--- src/rtl/adder_rr_arbiter_pkg.sv ---
// Shared definitions for the round-robin arbitrated adder.
// Default sizes, ID width helper and FSM state encoding.
package adder_rr_arbiter_pkg;

  localparam int WIDTH_DEF   = 32;
  localparam int NUM_REQ_DEF = 4;

  typedef enum logic {
    EMPTY = 1'b0,
    FULL  = 1'b1
  } state_e;

  // Width of a requester index; never below one bit.
  function automatic int id_w(input int n);
    return (n <= 2) ? 1 : $clog2(n);
  endfunction

endpackage

--- src/rtl/adder_rr_arbiter_adder.sv ---
// 32-bit ripple-carry adder used as the shared datapath.
// Ports: a_i, b_i, cin_i in; sum_o, cout_o out.
module adder_32b (
  input  logic [31:0] a_i,
  input  logic [31:0] b_i,
  input  logic        cin_i,
  output logic [31:0] sum_o,
  output logic        cout_o
);

  always_comb begin : ripple
    logic c;
    c     = cin_i;
    sum_o = '0;
    for (int i = 0; i < 32; i++) begin
      sum_o[i] = a_i[i] ^ b_i[i] ^ c;
      c        = (a_i[i] & b_i[i]) | (c & (a_i[i] ^ b_i[i]));
    end
    cout_o = c;
  end

endmodule

--- src/rtl/adder_rr_arbiter.sv ---
// NUM_REQ requesters share one adder through a round-robin grant.
// Ports: clk, rst, req_* (valid/ready/a/b/cin), rsp_* (valid/ready/id/sum/cout).
module adder_rr_arbiter
  import adder_rr_arbiter_pkg::*;
#(
  parameter int NUM_REQ = NUM_REQ_DEF,
  parameter int WIDTH   = WIDTH_DEF
) (
  input  logic                       clk,
  input  logic                       rst,
  input  logic [NUM_REQ-1:0]         req_valid,
  output logic [NUM_REQ-1:0]         req_ready,
  input  logic [NUM_REQ*WIDTH-1:0]   req_a,
  input  logic [NUM_REQ*WIDTH-1:0]   req_b,
  input  logic [NUM_REQ-1:0]         req_cin,
  output logic                       rsp_valid,
  input  logic                       rsp_ready,
  output logic [id_w(NUM_REQ)-1:0]   rsp_id,
  output logic [WIDTH-1:0]           rsp_sum,
  output logic                       rsp_cout
);

  localparam int IW = id_w(NUM_REQ);

  state_e             state_q;
  logic [IW-1:0]      ptr_q;
  logic [IW-1:0]      ptr_d;
  logic [IW-1:0]      gnt_idx;
  logic [IW-1:0]      id_q;
  logic [WIDTH-1:0]   a_sel;
  logic [WIDTH-1:0]   b_sel;
  logic [WIDTH-1:0]   sum_w;
  logic [WIDTH-1:0]   sum_q;
  logic               cin_sel;
  logic               cout_w;
  logic               cout_q;
  logic               valid_q;
  logic               found;
  logic               slot_free;
  logic               grant;
  logic [NUM_REQ-1:0] onehot;

  // Pass 0 scans indices at/above the pointer, pass 1 wraps to 0.
  always_comb begin
    found   = 1'b0;
    gnt_idx = '0;
    onehot  = '0;
    a_sel   = '0;
    b_sel   = '0;
    cin_sel = 1'b0;
    for (int p = 0; p < 2; p++) begin
      for (int i = 0; i < NUM_REQ; i++) begin
        if (!found && req_valid[i] &&
            (p == 1 || IW'(i) >= ptr_q)) begin
          found     = 1'b1;
          gnt_idx   = IW'(i);
          onehot[i] = 1'b1;
          a_sel     = req_a[i*WIDTH +: WIDTH];
          b_sel     = req_b[i*WIDTH +: WIDTH];
          cin_sel   = req_cin[i];
        end
      end
    end
  end

  always_comb begin
    slot_free = !rst && (state_q == EMPTY || rsp_ready);
    grant     = slot_free && found;
    req_ready = grant ? onehot : '0;
    ptr_d     = (gnt_idx == IW'(NUM_REQ - 1)) ?
                '0 : gnt_idx + IW'(1);
  end

  adder_32b u_add (
    .a_i    (a_sel),
    .b_i    (b_sel),
    .cin_i  (cin_sel),
    .sum_o  (sum_w),
    .cout_o (cout_w)
  );

  always_ff @(posedge clk or posedge rst) begin
    if (rst) begin
      state_q <= EMPTY;
      ptr_q   <= '0;
      valid_q <= 1'b0;
      id_q    <= '0;
      sum_q   <= '0;
      cout_q  <= 1'b0;
    end else begin
      if (grant) ptr_q <= ptr_d;
      unique case (state_q)
        EMPTY: begin
          if (grant) begin
            state_q <= FULL;
            valid_q <= 1'b1;
            id_q    <= gnt_idx;
            sum_q   <= sum_w;
            cout_q  <= cout_w;
          end
        end
        FULL: begin
          if (rsp_ready) begin
            if (grant) begin
              id_q   <= gnt_idx;
              sum_q  <= sum_w;
              cout_q <= cout_w;
            end else begin
              state_q <= EMPTY;
              valid_q <= 1'b0;
            end
          end
        end
        default: state_q <= EMPTY;
      endcase
    end
  end

  assign rsp_valid = valid_q;
  assign rsp_id    = id_q;
  assign rsp_sum   = sum_q;
  assign rsp_cout  = cout_q;

endmodule

--- config.mk ---
export PLATFORM = sky130hd
export DESIGN_NAME = adder_rr_arbiter
export DESIGN_NICKNAME = d
export VERILOG_FILES = /design/src/rtl/adder_rr_arbiter_pkg.sv /design/src/rtl/adder_rr_arbiter_adder.sv /design/src/rtl/adder_rr_arbiter.sv
export SDC_FILE = /design/constraint.sdc
export NUM_CORES = 1
export LEC_CHECK = 0
export ABC_AREA = 1
export BUFFER_PORTS_ARGS = -buffer_cell sky130_fd_sc_hd__buf_2
export CELL_PAD_IN_SITES_DETAIL_PLACEMENT = 0
export CELL_PAD_IN_SITES_GLOBAL_PLACEMENT = 1
export CORE_MARGIN = 1.5
export CORE_UTILIZATION = 28
export CTS_CLUSTER_DIAMETER = 150
export DETAILED_ROUTE_END_ITERATION = 10
export PLACE_DENSITY_LB_ADDON = 0.1
export SKIP_LAST_GASP = 1
export SYNTH_ARGS = -nofsm -noshare
export SYNTH_HDL_FRONTEND = slang
export SYNTH_HIERARCHICAL = 1
export SYNTH_SLANG_ARGS = --single-unit
--- constraint.sdc ---
create_clock -name clk -period 12.7 [get_ports clk]
set_clock_uncertainty 0.05 [all_clocks]
set_input_delay 2.54 -clock clk [delete_from_list [all_inputs] [get_ports clk]]
set_output_delay 2.54 -clock clk [all_outputs]
set_load 0.05 [all_outputs]
Word level (Yosys, flattened, before mapping):

Cells that the tools add are included.

* add/sub/neg operators: 1
* magnitude comparators: 4
* equality and inequality tests: 4
* multiplexer cells: 64
* bitwise gates (word level): 161
* reductions and logical operators: 23

Operators with widths (number)
* $mux 32: 18
* $and 1x1->1: 64
* $pmux 32 s2: 1
* $xor 1x1->1: 64
* $or 1x1->1: 32
* $mux 1: 31
* $mux 2: 9
* $logic_and 1x1->1: 13
* $logic_not 1->1: 8
* $ne 2x2->1 const B: 3
* $pmux 1 s2: 3
* $ge 1x2->1 const A: 2
* $ge 2x2->1 const A: 2
* $mux 4: 1
* $pmux 2 s2: 1
* $reduce_and 3->1: 1
* $add 2x1->2 const B: 1
* $eq 2x2->1 const B: 1
* $logic_or 1x1->1: 1
* $not 1->1: 1

* register bits after elaboration: 39

Depth between registers and ports, before layout:

Gate-level depths: netlist (run 1).

* word-level depth: 95
* depth in mapped cells: 48
* depth with buffers taken out: 46

Hierarchy:

The synthesis (run 1) kept the hierarchy.

By module, submodules not included
* adder_rr_arbiter: times used 1, cells each 1006, area an instance 5729.2 µm²
* adder_32b: times used 1, cells each 42, area an instance 678.2 µm²

Worst setup path after synthesis (run 1):

OpenSTA, ideal clock, no wires.

* path kind: in2reg
* start point: input port req_valid[1]
* end point: register sum_q[31], in the netlist rsp_sum[31]
* data arrival time: 15.690 ns
* required time: 12.584 ns
* slack: -3.106 ns
* stages on the path: 47
* path through: nand2_1 -> inv_2 -> buf_6 -> buf_2 -> nand3_1 -> o21ai_0 -> nand3b_1 -> nor2_1 -> nand3_1 -> fa_1 -> fa_1 -> fa_1 -> fa_1 -> fa_1 -> fa_1 -> fa_1 -> fa_1 -> fa_1 -> [11 not listed] -> fa_1 -> fa_1 -> fa_1 -> fa_1 -> fa_1 -> fa_1 -> fa_1 -> fa_1 -> fa_1 -> fa_1 -> fa_1 -> fa_1 -> fa_1 -> inv_1 -> fa_1 -> inv_1 -> nand2_1 -> nand2_1

* longest elaborated chain between the ends: 90

RTL lines
* start, declared: line adder_rr_arbiter.sv:11 `input logic [NUM_REQ-1:0] req_valid,`
* $logic_and 1x1->1 (2 in a row): line adder_rr_arbiter.sv:53 `if (!found && req_valid[i] &&`
* $mux 1: line adder_rr_arbiter.sv:53
* $logic_not 1->1: line adder_rr_arbiter.sv:53
* $logic_and 1x1->1 (2 in a row): line adder_rr_arbiter.sv:53
* $mux 1: line adder_rr_arbiter.sv:53
* $logic_not 1->1: line adder_rr_arbiter.sv:53
* $logic_and 1x1->1 (2 in a row): line adder_rr_arbiter.sv:53
* $mux 1: line adder_rr_arbiter.sv:53
* [12 not listed]
* named net a_sel[0]: line adder_rr_arbiter.sv:30 `logic [WIDTH-1:0] a_sel;`
* [60 not listed]
* $or 1x1->1 (*): line adder_rr_arbiter_adder.sv:17 `c = (a_i[i] & b_i[i]) | (c & (a_i[i] ^ b_i[i]));`
* $and 1x1->1 (*): line adder_rr_arbiter_adder.sv:17
* $or 1x1->1 (*): line adder_rr_arbiter_adder.sv:17
* $xor 1x1->1 (*): line adder_rr_arbiter_adder.sv:16 `sum_o[i] = a_i[i] ^ b_i[i] ^ c;`
* named net sum_w[31]: line adder_rr_arbiter.sv:32 `logic [WIDTH-1:0] sum_w;`
* $mux 32 (*): line adder_rr_arbiter.sv:94, adder_rr_arbiter.sv:104
* $mux 32: line adder_rr_arbiter.sv:103 `if (rsp_ready) begin`
* $pmux 32 s2 (*): line adder_rr_arbiter.sv:92 `unique case (state_q)`
* end signal, assigned: line adder_rr_arbiter.sv:98 `sum_q <= sum_w;`
* end signal, assigned: line adder_rr_arbiter.sv:106 `sum_q <= sum_w;`
* end, declared: line adder_rr_arbiter.sv:33 `logic [WIDTH-1:0] sum_q;`

The timed path passes the listed nets; every way through them passes the cells marked *. The select of a mux whose other input is x is not followed.
A chain may end at the register's enable or synchronous reset.

Final worst setup path (run 1):

* start point: input port req_valid[0]
* end point: register sum_q[31], in the netlist rsp_sum[31]

RTL lines
* $logic_and 1x1->1: line adder_rr_arbiter.sv:53
* $mux 1: line adder_rr_arbiter.sv:53
* $logic_not 1->1: line adder_rr_arbiter.sv:53
* $logic_and 1x1->1 (2 in a row): line adder_rr_arbiter.sv:53
* $mux 1: line adder_rr_arbiter.sv:53
* $logic_not 1->1: line adder_rr_arbiter.sv:53
* $logic_and 1x1->1 (2 in a row): line adder_rr_arbiter.sv:53
* $mux 1: line adder_rr_arbiter.sv:53
* [16 not listed]
* named net cin_sel: line adder_rr_arbiter.sv:34 `logic cin_sel;`
* [59 not listed]
* $or 1x1->1 (*): line adder_rr_arbiter_adder.sv:17
* $and 1x1->1 (*): line adder_rr_arbiter_adder.sv:17
* $or 1x1->1 (*): line adder_rr_arbiter_adder.sv:17
* $xor 1x1->1 (*): line adder_rr_arbiter_adder.sv:16
* named net sum_w[31]: line adder_rr_arbiter.sv:32
* $mux 32 (*): line adder_rr_arbiter.sv:94, adder_rr_arbiter.sv:104
* $mux 32: line adder_rr_arbiter.sv:103
* $pmux 32 s2 (*): line adder_rr_arbiter.sv:92

Marks and branches as above.

==> run_results.csv, run 1 <==
group,metric,value,unit
placement,post-place-ws,-2.32,ns
route,firstDrtPassIters,5,
clock_tree,cts_max_level,2,
placement,place_hpwl,23600,um
floorplan,die_h,154,um
critical_path,critPathSlowestCell,"fa_2",
finish,layout_commonest_cell,"buf_2",
critical_path,start_kind,"input pin",
route,drtIter0Drc,533,
global_route,grt_pass1_wl,47000,um
finish,area_growth,38.0,%
timing,hold_viol_final,0,
placement,port_buffers,306,
power_and_ir_drop,seqPwrFrac,0.152,
critical_path,crit_fanout,10,
critical_path,worstRegToRegCells,46,
global_route,grt_antenna_before_repair,15,
floorplan,die_w,154,um
finish,layout_common_cells,"buf_2 (304), nand3_1 (195), nand2_1 (179), nor2_1 (132), nand4_1 (131)",
critical_path,crit_type,"input pin to flip-flop",
hold_path,hold_end,"rsp_sum[12]",
power_and_ir_drop,p_per_area,158,nW/um^2
logic_synthesis,netlist_instances,1048,
critical_path,worst_ep_arrival_time,14.82,ns
power_and_ir_drop,clkPwrFrac,0.114,
outcome,violations,"setup timing",
critical_path,rr_startpoint,"ptr_q[0]",
logic_synthesis,synth_area,6410,um^2
critical_path,crit_required,12.88,ns
timing,setup_ws,-1.94,ns
logic_synthesis,avgSynthCellArea,6.11,um^2
logic_synthesis,synth_warnings,6,
floorplan,die_area,23800,um^2
critical_path,worst_path_largest_cell_delay,0.41,ns
clock_tree,cts_hold_buf,0,
clock_tree,clkSinkCount,39,
global_route,first_global_vias,8210,
timing,layout_min_cycle_time,14.64,ns
timing,rsz0062_at_grt,"yes",
outcome,status,"complete, but fails checks",
power_and_ir_drop,p_sw,0.772,mW
hold_path,min_path_cells,2,
finish,seqCellArea,976,um^2
route,via_per_inst,5.22,
critical_path,endpoint_kind,"flip-flop",
logic_synthesis,yosys-top-cells-area,"nand3_1 (15%), dfrtp_1 (15%), nand4_1 (13%), nand2_1 (11%), fa_1 (10%)",
critical_path,r2r_slack,-0.48,ns
timing,setup_viol_count_final,7,
floorplan,num_rows,55,
power_and_ir_drop,p_int,0.628,mW
route,drt-met1-wl,13600,um
critical_path,cp_common_cell,"fa_2",
route,ant_nets,0,
timing,hold_ws,0.424,ns
placement,place.gp.congestion,0.863,
finish,nets,1651,
clock_tree,clk_latency,0.30,ns
global_route,grt_max_degree,42,
hold_path,hp-class,"flip-flop to flip-flop",
finish,drive_gt1_frac,0.341,
route,via_count,8613,
clock_tree,cts_tree,"yes",
route,wl_met3,2460,um
route,drc,0,
power_and_ir_drop,peakVddDrop,0.0000693,V
route,wl_met2,14400,um
logic_synthesis,synth_async_sr_flop_share,1.00,
clock_tree,clockBufferDepth,2,
floorplan,core_area,22600,um^2
finish,fill_cells,2569,
timing,finalCritPeriodShare,1.15,
route,routed_wirelength,31100,um
hold_path,min-delay-start,"rsp_sum[12]",
timing,finalMaxSlewViolations,0,
power_and_ir_drop,combinationalPowerShare,0.735,
timing,tightest_slew,1.00,ns
power_and_ir_drop,swShare,0.551,
timing,max_freq,68.3,MHz
global_route,grt-ovfl-total,0,
logic_synthesis,seq_area_frac_synth,0.152,
clock_tree,cts_root_buffer,"clkbuf_16",
global_route,grt.total_usage,0.255,
power_and_ir_drop,static-leakage-power,4.46,nW
critical_path,r2r_end,"rsp_sum[31]",
flow_run,maxCapViolCount,0,
logic_synthesis,synth.top_cell.area_share,0.155,
logic_synthesis,yosysUniqueCellTypes,23,
logic_synthesis,synthFlopType,"dfrtp_1",
timing,max_slew_margin,0.332,
logic_synthesis,yosysTopAreaCell,"nand3_1",
logic_synthesis,ys_seq_elements,39,
floorplan,ios,307,
logic_synthesis,syn-num-nets,1347,
clock_tree,clkTransAtPathRegs,0.07,ns
route,wl_per_cell,18.8,um
route,routed.top_layer,"met5",
floorplan,start_util,0.284,
clock_tree,cts_inserted_buffers,5,
logic_synthesis,synth_edf_count,0,
finish,multi_input_area,4730,um^2
[metrics by stage]
| stage | instance area [um^2] | TNS [ns] | power [mW] | cells | util |
|---|---|---|---|---|---|
| after floorplan | 6520 | -7.46 | 0.909 | 1048 | - |
| after global placement | 8490 | -10.58 | 1.23 | 1624 | 0.376 |
| after detailed placement | 8490 | -11.34 | 1.22 | 1624 | 0.376 |
| after CTS | 8810 | -8.24 | 1.40 | 1640 | 0.390 |
| after global routing | 8830 | -10.45 | 1.52 | 1647 | 0.391 |
| final | 8840 | -8.25 | 1.40 | 1650 | 0.392 |
[worst max-delay path by stage]
stage                             from           to  slack (ns)
final                     req_valid[0]  rsp_sum[31]       -1.94
after CTS                 req_valid[0]  rsp_sum[31]       -1.93
after floorplan           req_valid[0]  rsp_sum[31]       -1.80
after global routing      req_valid[0]  rsp_sum[31]       -2.31
after detailed placement  req_valid[0]  rsp_sum[31]       -2.32
after global placement    req_valid[1]  rsp_sum[31]       -2.23
[power groups by stage]
stage,combinational (mW),clock [mW],sequential [mW]
after global routing,1.13,0.166,0.220
after floorplan,0.510,0,0.399
final,1.03,0.159,0.213
after CTS,1.03,0.162,0.214
after detailed placement,1.00,0,0.215
after global placement,1.01,0,0.214
[final cells by class]
| type | instances | share of cell area |
|---|---|---|
| diodes | 12 | 0.00340 |
| clock buffers | 6 | 0.0157 |
| well taps | 285 | 0.0403 |
| repair buffers | 394 | 0.252 |
| inverters | 88 | 0.0391 |
| multi-input cells | 824 | 0.535 |
| clock inverters | 2 | 0.00396 |
| flip-flops and latches | 39 | 0.110 |
[cell usage after synthesis (18+ instances only)]
master / count
fa_1: 32
nor2_1: 133
inv_1: 84
clkbuf_1: 42
o21ai_0: 51
dfrtp_1: 39
nand4_1: 131
nand2_1: 180
o21ai_1: 18
buf_2: 31
nand3b_1: 65
nand3_1: 198
[repair_timing]
action	4_1_cts	5_1_grt
pin swaps	6	4
endpoints found under the hold margin	0	0
gates resized for setup	22	5
buffers inserted	7	0
setup endpoints to repair	7	8
cloned	1	0
[layer usage]
metal / up-vias / GRT usage
met5: - / 0
met4: 6 / 0.0769
met3: 41 / 0.0454
met2: 381 / 0.410
met1: 3983 / 0.349
li1: 4202 / -
[kinds of logic after synthesis]
group,count (synthesis),synth area share
flops,39,0.152
compound gates,74,0.0578
buf+inv,186,0.134
fa+ha+maj,32,0.100
simple gates,717,0.556
[state kept, by name (all words and copies together), names as in the netlist]
name	count
rsp_cout	1
rsp_sum	32
ptr_q	2
state_q	1
rsp_id	2
rsp_valid	1
[critical path, delay by kind of cell]
| family | cells | cell delay [ns] |
|---|---|---|
| adders and majority gates | 32 | 11.21 |
| buffers and inverters | 6 | 0.36 |
| and+or+nand+nor | 8 | 0.70 |
Note: power is estimated with default switching activity, not from simulation.
==> run 2: changes to the inputs <==
==> constraint.sdc (replaced) <==
create_clock -name clk -period 12.7 [get_ports clk]
set_clock_uncertainty 0.05 [all_clocks]
set_input_delay 1.905 -clock clk [delete_from_list [all_inputs] [get_ports clk]]
set_output_delay 1.905 -clock clk [all_outputs]
set_load 0.05 [all_outputs]
==> run 2 against run 1 <==
Against the previous run:
- the flow still finishes with violations (setup timing)
- core utilization fell by 0.58 points
- count of clock-buffer cells in the layout stayed put
- sequential share of layout area rose by 0.17 points
- total power shrank 0.84%
- non-clock buffer count is 17 lower
- cell area decreased by 1.5%
- cell count shrank 1.0%
- critical path depth did not move
- via count decreased by 1.0%
- worst hold slack lost 0.0015 ns
- largest cell class unchanged
==> run_results.csv, run 2 (synthesis gave the netlist of run 1 again) <==
group,metric,value,unit
power_and_ir_drop,clkPwrFrac,0.115,
critical_path,critPathSlowestCell,"fa_2",
power_and_ir_drop,p_int,0.617,mW
floorplan,die_h,154,um
floorplan,die_area,23800,um^2
critical_path,endpoint_kind,"flip-flop",
global_route,grt.total_usage,0.261,
placement,placed_cell_area,8370,um^2
finish,drive_gt1_frac,0.330,
power_and_ir_drop,static-leakage-power,4.39,nW
critical_path,r2r_slack,-0.49,ns
critical_path,critPathBufInv,6,
clock_tree,cts_tree,"yes",
clock_tree,clkTransAtPathRegs,0.06,ns
route,routed_wirelength,31400,um
timing,max_freq,71.5,MHz
power_and_ir_drop,combinationalPowerShare,0.731,
clock_tree,cts_inserted_buffers,5,
floorplan,start_util,0.284,
critical_path,startpoint,"req_valid[1]",
timing,finalCritPeriodShare,1.10,
critical_path,worst_ep_arrival_time,14.17,ns
placement,place.gp.congestion,0.831,
critical_path,endpoint,"rsp_sum[31]",
critical_path,rr_startpoint,"ptr_q[0]",
timing,setup_ws,-1.28,ns
route,ant_nets,0,
route,via_count,8524,
critical_path,worstSetupPathDepth,46,
critical_path,crit_fanout,5,
floorplan,num_rows,55,
finish,layout_commonest_cell,"buf_2",
critical_path,worstRegToRegCells,46,
timing,hold_viol_final,0,
outcome,violations,"setup timing",
global_route,first_global_vias,8388,
clock_tree,clockBufferDepth,2,
placement,port_buffers,306,
hold_path,hp-class,"flip-flop to flip-flop",
global_route,grt_antenna_before_repair,15,
power_and_ir_drop,swShare,0.556,
power_and_ir_drop,peakVddDrop,0.0000754,V
clock_tree,cts_max_level,2,
finish,largest_reg_flops,32,
route,drc,0,
finish,fin_area,8710,um^2
clock_tree,clk_latency,0.30,ns
route,via_per_inst,5.22,
hold_path,min_path_cells,2,
global_route,grt_max_degree,71,
global_route,grt_pass1_wl,48200,um
timing,finalMaxSlewViolations,0,
floorplan,ios,307,
finish,area_growth,35.9,%
critical_path,worst_path_largest_cell_delay,0.41,ns
floorplan,die_w,154,um
global_route,grt-ovfl-total,0,
route,wl_per_cell,19.3,um
power_and_ir_drop,p_sw,0.771,mW
power_and_ir_drop,p_per_area,159,nW/um^2
outcome,status,"complete, but fails checks",
flow_run,maxCapViolCount,0,
critical_path,crit_required,12.89,ns
timing,layout_min_cycle_time,13.98,ns
power_and_ir_drop,seqPwrFrac,0.154,
route,firstDrtPassIters,5,
critical_path,cpLargestDelayFamily,"adder cells",
placement,place_hpwl,23700,um
critical_path,crit_type,"input pin to flip-flop",
critical_path,r2r_end,"rsp_sum[31]",
finish,layout_common_cells,"buf_2 (302), nand3_1 (197), nand2_1 (179), nor2_1 (133), nand4_1 (131)",
finish,nets,1635,
floorplan,core_area,22600,um^2
timing,tightest_slew,0.991,ns
timing,rsz0062_at_grt,"yes",
timing,max_slew_margin,0.338,
critical_path,start_kind,"input pin",
clock_tree,cts_root_buffer,"clkbuf_16",
placement,post-place-ws,-1.68,ns
route,drtIter0Drc,444,
clock_tree,cts_hold_buf,0,
clock_tree,clkSinkCount,39,
critical_path,cp_common_cell,"fa_2",
timing,setup_viol_count_final,5,
-- run 2: cell count changes in the layout (fill, tap and decap cells not counted), moves of 2 or more --
cell | before | now
inv_6 | 0 | 2
buf_4 | 86 | 70
nand3_1 | 195 | 197
buf_8 | 0 | 3
buf_2 | 304 | 302
buf_6 | 2 | 0
inv_8 | 2 | 0
nand3_2 | 4 | 2
-- run 2: worst min-delay path by stage --
| stage | startpoint | endpoint | slack, ns |
|---|---|---|---|
| 2_1_floorplan | ptr_q[0] | ptr_q[0] | 0.43 |
| 3_3_place_gp | rsp_sum[8] | rsp_sum[8] | 0.41 |
| 3_5_place_dp | rsp_sum[22] | rsp_sum[22] | 0.41 |
| 4_1_cts | rsp_sum[22] | rsp_sum[22] | 0.43 |
| 5_1_grt | rsp_sum[1] | rsp_sum[1] | 0.45 |
| 6_report | rsp_sum[27] | rsp_sum[27] | 0.42 |
-- run 2: per-stage QoR --
step | setup TNS [ns] | hold slack [ns] | util | power, mW | std cells
global route | -6.13 | 0.450 | 0.386 | 1.50 | 1631
global placement | -6.19 | 0.410 | 0.371 | 1.22 | 1608
detailed placement | -6.66 | 0.409 | 0.371 | 1.21 | 1608
finish | -4.27 | 0.423 | 0.386 | 1.39 | 1633
floorplan | -3.68 | 0.431 | - | 0.909 | 1048
CTS | -4.22 | 0.428 | 0.385 | 1.39 | 1623
-- run 2: worst reg2reg max path, delay by kind of cell, from the launching register on --
kind / cells / cell delay (ns)
and+or+nand+nor: 9 / 1.18
buffers and inverters: 5 / 0.28
adders and majority gates: 32 / 11.18
DFF: 1 / 0.44
-- run 2: area by class of cell --
type | count | area (um^2)
clock inverters | 2 | 35.0
well taps | 285 | 357
inverters | 88 | 340
multi-input cells | 824 | 4720
repair buffers | 377 | 2110
clock buffers | 6 | 139
repair inverters | 1 | 3.75
flip-flops and latches | 39 | 976
fillers | 2549 | 13900
diodes | 11 | 27.5
-- run 2: repair_timing --
item / in CTS / in global routing
cloned: 2 / 0
pin swaps: 4 / 2
endpoints found under the setup margin: 6 / 6
setup buffers: 5 / 0
gates resized for setup: 21 / 3
-- run 2: layer usage --
metal,part of all wire,GRT usage
met4,0.020,0.0783
met2,0.46,0.418
met1,0.45,0.352
met3,0.075,0.0560
met5,0.0014,0
-- run 2: power groups by stage --
stage               clock, mW  combinational, mW  sequential [mW]
floorplan                   0              0.510            0.399
global placement            0              0.999            0.217
detailed placement          0              0.995            0.216
CTS                     0.163               1.02            0.215
global route            0.168               1.11            0.221
finish                  0.159               1.02            0.214
==> run 3: changes to the inputs <==
--- a/config.mk
+++ b/config.mk
@@ -14,7 +14,6 @@
 export CTS_CLUSTER_DIAMETER = 150
 export DETAILED_ROUTE_END_ITERATION = 10
 export PLACE_DENSITY_LB_ADDON = 0.1
-export SKIP_LAST_GASP = 1
 export SYNTH_ARGS = -nofsm -noshare
 export SYNTH_HDL_FRONTEND = slang
 export SYNTH_HIERARCHICAL = 1
==> run 3 against run 2 <==
Against the previous run:
- the run still ends with setup timing left
- die area unchanged
- combinational power is essentially flat
- register-to-register slack barely moved
- global-route usage is the same
- via count about the same
- first-iteration DRC count unchanged
- critical endpoint unchanged
==> run_results.csv, run 3 (synthesis gave the netlist of run 1 again) <==
group,metric,value,unit
power_and_ir_drop,seqPwrFrac,0.154,
clock_tree,cts_inserted_buffers,5,
floorplan,num_rows,55,
floorplan,die_w,154,um
floorplan,ios,307,
timing,setup_ws,-1.28,ns
power_and_ir_drop,p_per_area,160,nW/um^2
critical_path,r2r_slack,-0.49,ns
finish,drive_gt1_frac,0.331,
finish,layout_common_cells,"buf_2 (302), nand3_1 (197), nand2_1 (179), nor2_1 (133), nand4_1 (131)",
power_and_ir_drop,finalPower,1.39,mW
route,firstDrtPassIters,5,
placement,placed_cell_area,8370,um^2
timing,tightest_slew,0.990,ns
clock_tree,cts_tree,"yes",
outcome,violations,"setup timing",
critical_path,critPathSlowestCell,"fa_2",
global_route,grt-ovfl-total,0,
floorplan,die_h,154,um
placement,port_buffers,306,
global_route,grt_max_degree,71,
placement,place.gp.congestion,0.831,
finish,area_growth,35.9,%
route,routed_wirelength,31400,um
clock_tree,cts_max_level,2,
finish,nets,1635,
power_and_ir_drop,peakVddDrop,0.0000754,V
timing,max_slew_margin,0.339,
route,drc,0,
power_and_ir_drop,combinationalPowerShare,0.732,
clock_tree,clkTransAtPathRegs,0.06,ns
timing,setup_viol_count_final,5,
timing,rsz0062_at_grt,"yes",
global_route,grt_antenna_before_repair,15,
finish,fin_util,0.386,
floorplan,start_util,0.284,
critical_path,crit_required,12.89,ns
floorplan,core_area,22600,um^2
global_route,grt_pass1_wl,48200,um
timing,finalMaxSlewViolations,0,
route,ant_nets,0,
power_and_ir_drop,p_sw,0.772,mW
timing,hold_viol_final,0,
power_and_ir_drop,p_int,0.618,mW
critical_path,crit_type,"input pin to flip-flop",
clock_tree,clkSinkCount,39,
route,drtIter0Drc,444,
critical_path,cp_common_cell,"fa_2",
placement,place_hpwl,23700,um
route,via_count,8527,
critical_path,startpoint,"req_valid[1]",
flow_run,maxCapViolCount,0,
power_and_ir_drop,clkPwrFrac,0.114,
hold_path,min-delay-start,"rsp_sum[27]",
placement,post-place-ws,-1.68,ns
critical_path,r2r_end,"rsp_sum[31]",
timing,finalCritPeriodShare,1.10,
critical_path,start_kind,"input pin",
critical_path,rr_startpoint,"ptr_q[0]",
clock_tree,clk_latency,0.30,ns
finish,layout_commonest_cell,"buf_2",
timing,max_freq,71.5,MHz
global_route,grt.total_usage,0.261,
clock_tree,clockBufferDepth,2,
route,wl_per_cell,19.3,um
critical_path,crit_fanout,5,
finish,largest_reg_flops,32,
timing,layout_min_cycle_time,13.98,ns
clock_tree,cts_root_buffer,"clkbuf_16",
global_route,first_global_vias,8388,
floorplan,die_area,23800,um^2
critical_path,worst_path_largest_cell_delay,0.41,ns
critical_path,worstRegToRegCells,46,
outcome,status,"complete, but fails checks",
hold_path,hp-class,"flip-flop to flip-flop",
critical_path,worst_ep_arrival_time,14.17,ns
power_and_ir_drop,swShare,0.556,
finish,fill_cells,2549,
finish,fin_area,8710,um^2
route,via_per_inst,5.22,
critical_path,endpoint,"rsp_sum[31]",
power_and_ir_drop,static-leakage-power,4.39,nW
critical_path,endpoint_kind,"flip-flop",
-- run 3: worst min-delay path by stage --
| stage | end | slack, ns | cells past startpoint |
|---|---|---|---|
| floorplan | ptr_q[0] | 0.43 | 2 |
| global placement | rsp_sum[8] | 0.41 | 2 |
| detailed placement | rsp_sum[22] | 0.41 | 2 |
| CTS | rsp_sum[22] | 0.43 | 2 |
| global route | rsp_sum[1] | 0.45 | 2 |
| finish | rsp_sum[27] | 0.42 | 2 |
-- run 3: metal layers --
layer,GRT usage,part of all wire
met1,0.352,0.45
met2,0.418,0.46
met3,0.0560,0.074
met4,0.0783,0.020
met5,0,0.0014
-- run 3: worst max-delay path, delay by kind of cell --
kind	cells	cell delay (ns)
AOI/OAI and AO/OA	1	0.05
buffers and inverters	6	0.37
and+or+nand+nor	7	0.65
adders and majority gates	32	11.15
-- run 3: area by class of cell --
cell class              instances  area (um^2)  share of cell area
well taps                     285          357              0.0409
flip-flops and latches         39          976               0.112
repair buffers                377         2110               0.242
clock buffers                   6          139              0.0159
inverters                      88          340              0.0391
diodes                         11         27.5             0.00316
clock inverters                 2         35.0             0.00402
repair inverters                1         3.75            0.000431
multi-input cells             824         4720               0.542
-- run 3: power groups by stage --
stage	clock network, mW	registers (mW)	logic (mW)
detailed placement	0	0.216	0.995
CTS	0.163	0.215	1.02
finish	0.159	0.214	1.02
global placement	0	0.217	0.999
global route	0.168	0.221	1.12
floorplan	0	0.399	0.510
-- run 3: timing repair --
action                     CTS  global route
gates resized for setup     21             4
setup endpoints to repair    6             6
hold buffers                 0             0
buffers inserted             5             0
pin swaps                    4             2
cloned                       2             0
-- run 3: metrics by stage --
step | hold WS (ns) | cells | setup TNS (ns)
4_1_cts | 0.428 | 1623 | -4.22
3_5_place_dp | 0.409 | 1608 | -6.66
5_1_grt | 0.450 | 1631 | -6.12
6_report | 0.423 | 1633 | -4.27
2_1_floorplan | 0.431 | 1048 | -3.68
3_3_place_gp | 0.410 | 1608 | -6.19
